`config.mk`:
```
export PLATFORM = sky130hd
export DESIGN_NAME = mem_port_arbiter
export DESIGN_NICKNAME = d
export VERILOG_FILES = /design/src/rtl/mem_port_arbiter.sv
export SDC_FILE = /design/constraint.sdc
export NUM_CORES = 1
export LEC_CHECK = 0
export CORE_MARGIN = 3
export CORE_UTILIZATION = 36
export DETAILED_ROUTE_END_ITERATION = 10
export GPL_TIMING_DRIVEN = 0
export PLACE_DENSITY = 0.8
export SLEW_MARGIN = 20
export SYNTH_ARGS = -nofsm -noshare
export SYNTH_HDL_FRONTEND = slang
export SYNTH_SLANG_ARGS = --single-unit
```
`constraint.sdc`:
```
create_clock -name clk -period 2.16 [get_ports clk]
set_input_delay 0.432 -clock clk [delete_from_list [all_inputs] [get_ports clk]]
set_output_delay 0.432 -clock clk [all_outputs]
set_load 0.02 [all_outputs]
```
`src/rtl/mem_port_arbiter.sv`:
```
// Shares one single-port 1-cycle-latency word RAM between fetch and data ports; data wins
// unless MAX_DATA_STREAK data grants in a row have starved a pending fetch.
module mem_port_arbiter #(
  parameter int MEM_ADDR_WIDTH  = 13,
  parameter int MAX_DATA_STREAK = 4
) (
  input  logic                      clk,
  input  logic                      reset_n,
  input  logic                      if_req,
  input  logic [31:0]               if_addr,
  output logic                      if_gnt,
  output logic                      if_rvalid,
  output logic [31:0]               if_rdata,
  input  logic                      d_req,
  input  logic                      d_we,
  input  logic [3:0]                d_be,
  input  logic [31:0]               d_addr,
  input  logic [31:0]               d_wdata,
  output logic                      d_gnt,
  output logic                      d_rvalid,
  output logic [31:0]               d_rdata,
  output logic                      addr_err,
  output logic                      ram_en,
  output logic [3:0]                ram_we,
  output logic [MEM_ADDR_WIDTH-3:0] ram_addr,
  output logic [31:0]               ram_wdata,
  input  logic [31:0]               ram_rdata
);

  localparam int SW = $clog2(MAX_DATA_STREAK + 1);
  localparam logic [SW-1:0] STREAK_MAX = SW'(MAX_DATA_STREAK);

  typedef enum logic [1:0] {OWN_NONE, OWN_IF, OWN_D} owner_e;

  logic [SW-1:0] streak_q, streak_d;
  owner_e        owner_q, owner_d;
  logic          err_q, err_d;
  logic [31:0]   if_hold_q, if_hold_d;
  logic [31:0]   d_hold_q, d_hold_d;

  logic          sel_if, sel_d, gnt_any, oor;
  logic [31:0]   sel_addr;
  logic [31:0]   resp_data;
  logic          addr_lsb_unused;

  // Request side: arbitration, address decode and RAM drive.
  always_comb begin
    sel_if    = if_req && (!d_req || streak_q == STREAK_MAX);
    sel_d     = d_req && !sel_if;
    if_gnt    = reset_n && sel_if;
    d_gnt     = reset_n && sel_d;
    gnt_any   = if_gnt || d_gnt;
    sel_addr  = sel_if ? if_addr : d_addr;
    oor       = |sel_addr[31:MEM_ADDR_WIDTH];
    ram_en    = gnt_any && !oor;
    ram_we    = (ram_en && d_gnt && d_we) ? d_be : 4'h0;
    ram_addr  = gnt_any ? sel_addr[MEM_ADDR_WIDTH-1:2] : '0;
    ram_wdata = (d_gnt && d_we) ? d_wdata : 32'h0;
    addr_lsb_unused = ^sel_addr[1:0];
  end

  // Response side: out-of-range reads answer with zero data.
  always_comb begin
    resp_data = err_q ? 32'h0 : ram_rdata;
    if_rvalid = reset_n && (owner_q == OWN_IF);
    d_rvalid  = reset_n && (owner_q == OWN_D);
    addr_err  = reset_n && err_q;
    if_rdata  = if_rvalid ? resp_data : if_hold_q;
    d_rdata   = d_rvalid ? resp_data : d_hold_q;
  end

  always_comb begin
    streak_d = streak_q;
    if (!if_req || if_gnt) begin
      streak_d = '0;
    end else if (d_gnt && streak_q < STREAK_MAX) begin
      streak_d = streak_q + 1'b1;
    end

    owner_d = OWN_NONE;
    if (if_gnt) begin
      owner_d = OWN_IF;
    end else if (d_gnt && !d_we) begin
      owner_d = OWN_D;
    end

    err_d     = gnt_any && oor;
    if_hold_d = if_rdata;
    d_hold_d  = d_rdata;
  end

  always_ff @(posedge clk) begin
    if (!reset_n) begin
      streak_q  <= '0;
      owner_q   <= OWN_NONE;
      err_q     <= 1'b0;
      if_hold_q <= 32'h0;
      d_hold_q  <= 32'h0;
    end else begin
      streak_q  <= streak_d;
      owner_q   <= owner_d;
      err_q     <= err_d;
      if_hold_q <= if_hold_d;
      d_hold_q  <= d_hold_d;
    end
  end

endmodule

```
==> results.yml <==
yosys:
  synth.area.top_cells: "dfxtp_1, o21ai_2, and2_1, nand2_1, and3_1"
  avgSynthCellArea_um2: 8.44
  synthCells: 443
  netlist_area_mm2: 0.00374
  yosysUniqueCellTypes: 32
  seq_area_frac_synth_pct: 37.5
  synth_flop_cell: "dfxtp_1"
  syn-num-nets: 582
  ys_warn_count: 0
  yosys.area.top_type_share_pct: 37.5
  synthArstFlopShare_pct: 0
  synth_top_area_cell: "dfxtp_1"
  synth_edf_count: 0
  yosysMostFrequentCell: "nand2_1"
  synth_commonest_cells: "nand2_1, dfxtp_1, and2_1, o21ai_2, and3_1"
  ys_ff_latch: 70
pwr:
  power_density_mw_per_mm2: 491
  p_comb_share_pct: 22.3
  power_frac_seq_pct: 39.8
  ir_drop_uv: 372
  p_leak_nw: 3.02
  switchingPower_mw: 0.844
  p_int_mw: 2.47
  p_clk_share_pct: 37.9
  swShare_pct: 25.5
finish:
  antenna_cells: 0
  final_nets: 853
  areaGrowthSynthToFinish_pct: 80.6
  drive_above_1_share_pct: 37.6
  post-route-util_pct: 67.9
setup_path:
  crit_required_ns: 1.73
  path_buf_inv: 2
  r2r_start: "streak_q[0]"
  slowest_delay_ns: 0.42
  startpoint: "if_addr[27]"
  start_kind: "input pin"
  path_cells: "clkdlybuf4s50_1 > nor4_2 > nand3_1 > o22ai_4 > and3_1 > buf_6"
  crit_path_end_kind: "primary output"
  critPathMaxFanout: 6
  critPathKind: "input pin to primary output"
  cpMaxStageDelayCell: "clkdlybuf4s50_1"
  cp_data_arrival_time_ns: 1.79
  critical-path-top-delay-family: "simple AND/OR/NAND/NOR gates"
placed_design:
  dpl.hpwl_um: 11200
  io_buffers: 248
  place_ws_ns: -0.734
  gp_congestion: 0.890
sta:
  final_max_slew_viol_count: 0
  max_slew.worst_pin.slew_ns: 0.411
  fin_skew_ns: 0.00551
  finalHoldViolations: 0
  worst_slew_margin_rel_pct: 72.6
  setup_viol: 7
  layout_setup_ws_ns: -0.0638
  fin_crit_sh_pct: 103
  max_freq_ghz: 0.450
  finalCriticalPeriod_ns: 2.22
  setup-tns-final_ns: -0.300
  rsz0062_at_grt: "true"
cts:
  cts_buffers: 9
  postCtsHoldBufs: 0
  cts.path.max_buffers: 2
  htreeDepth: 3
  clock_latency_ns: 0.34
  cts_tree: "built"
  clk_pin_slew_ns: 0.08
  clkSinkCount: 70
  clockRootBuffer: "clkbuf_8"
hold_path:
  min_from: "if_hold_q[6]"
  hold_path.class: "flop to flop"
floorplan:
  die_area_mm2: 0.0116
  ioPinCount: 254
  die_h_um: 108
  dieWidth_um: 108
  coreArea_mm2: 0.00995
  initial_core_util_pct: 37.6
  core.rowCount: 36
grt:
  grt_use_met3_pct: 5.88
  busiest_layer: "met2"
  grt.total_usage_pct: 24.4
  grt_use_met1_pct: 25.8
  grt_max_degree: 12
  antenna_found_initial: 0
  grt_overflow_total: 0
  grt_pass1_vias: 4291
  use_met2_pct: 46.5
  grt_pass1_wl_um: 22000
status:
  violations: "setup timing"
  outcome: "finished, violations left"
routing:
  wl_per_cell_um: 17.1
  num_vias: 4160
  firstDrtPassIters: 4
  final_antenna_net_count: 0
  drt-initial-drc-count: 128
  routed_wl_um: 14600
  drc_errors: 0
  viasPerCell: 4.88
flow_run:
  maxCapViolations: 0
metal layers:
| metal | up-vias | wire length (µm) |
|---|---|---|
| met5 | - | 0 |
| met4 | 0 | 546 |
| met3 | 36 | 891 |
| met2 | 160 | 7850 |
| met1 | 1945 | 5280 |
| li1 | 2019 | - |
tightest hold or removal path: cells and delay by family, from the launching register on:
family          cells  cell delay [ns]
flops               1             0.31
compound gates      1             0.06
simple gates        2             0.16
final cells by class:
type,count,area (µm²)
plain buffers,34,303
clock buffers,12,135
clock inverters,4,95.1
fillers,822,3200
inverters,5,18.8
multi-input cells,335,2310
flip-flops and latches,70,1410
well taps,133,166
repair buffers,259,2320
logic make-up after synthesis:
group	after synthesis	synth area share [%]
and+or+nand+nor	248	35.9
AOI/OAI and AO/OA	82	18.4
DFF	70	37.5
buffers and inverters	39	7.06
adders and majority gates	2	0.669
xor gates and xnor gates	1	0.234
muxes	1	0.268
what timing repair did:
item,4_1_cts,5_1_grt
buffers inserted,5,2
cloned,3,2
pin swaps,22,9
endpoints found under the setup margin,117,111
resized for setup,399,169
per-stage QoR:
step	hold slack (ns)	cell area, µm²	power (mW)	instances
after floorplan	0.490	3740	1.64	443
after global placement	0.508	6390	2.05	824
after detailed placement	0.539	6390	2.07	824
after CTS	0.557	6690	3.29	848
after global routing	0.576	6760	3.45	852
final	0.551	6760	3.31	852
cell usage in the layout (no fill, tap or decap), types with 2 or more instances in the layout:
| cell type | netlist | final |
|---|---|---|
| clkdlybuf4s50_1 | 0 | 105 |
| nand2_1 | 87 | 81 |
| and2_1 | 66 | 65 |
| dfxtp_1 | 70 | 65 |
| o21ai_2 | 64 | 64 |
| clkbuf_2 | 2 | 40 |
| buf_6 | 11 | 38 |
| nand2b_1 | 32 | 32 |
| dlygate4sd2_1 | 0 | 29 |
| buf_2 | 5 | 22 |
| and3_1 | 38 | 20 |
| and3_4 | 0 | 18 |
| buf_4 | 1 | 16 |
| clkdlybuf4s15_1 | 0 | 15 |
| clkbuf_1 | 13 | 9 |
| clkbuf_8 | 0 | 9 |
| clkdlybuf4s15_2 | 0 | 9 |
| a21oi_2 | 0 | 8 |
| buf_8 | 2 | 7 |
| nand2_2 | 1 | 6 |
| nor4_2 | 0 | 6 |
| nor2_1 | 5 | 5 |
| dfxtp_2 | 0 | 5 |
| a21oi_1 | 12 | 4 |
| inv_1 | 5 | 3 |
| clkbuf_4 | 0 | 3 |
| nand3_1 | 3 | 3 |
| bufinv_16 | 0 | 3 |
| inv_2 | 0 | 2 |
| nand3b_4 | 2 | 2 |
| a31oi_4 | 1 | 2 |
| nor4_1 | 8 | 2 |
| nor3_1 | 2 | 2 |
| nor2b_1 | 2 | 2 |
power by group through the flow:
stage	Combinational [mW]	Sequential, mW	Clock (mW)
detailed placement	0.717	1.35	0
global placement	0.708	1.35	0
floorplan	0.294	1.35	0
CTS	0.706	1.32	1.27
global route	0.790	1.32	1.34
finish	0.739	1.32	1.26
final timing paths:
check            endpoint  slack (ns)  depth (start not counted)
max             ram_we[2]       -0.06                          6
min          if_hold_q[6]        0.55                          3
max reg2reg         err_q        0.77                          7
min reg2reg  if_hold_q[6]        0.55                          3
registers in the layout, summed over array words and instances, names as in the netlist:
register and cells:
err_q 1, owner_q 2, streak_q 3, if_hold_q 32, d_hold_q 32
Power figures use the tool's default switching activity.
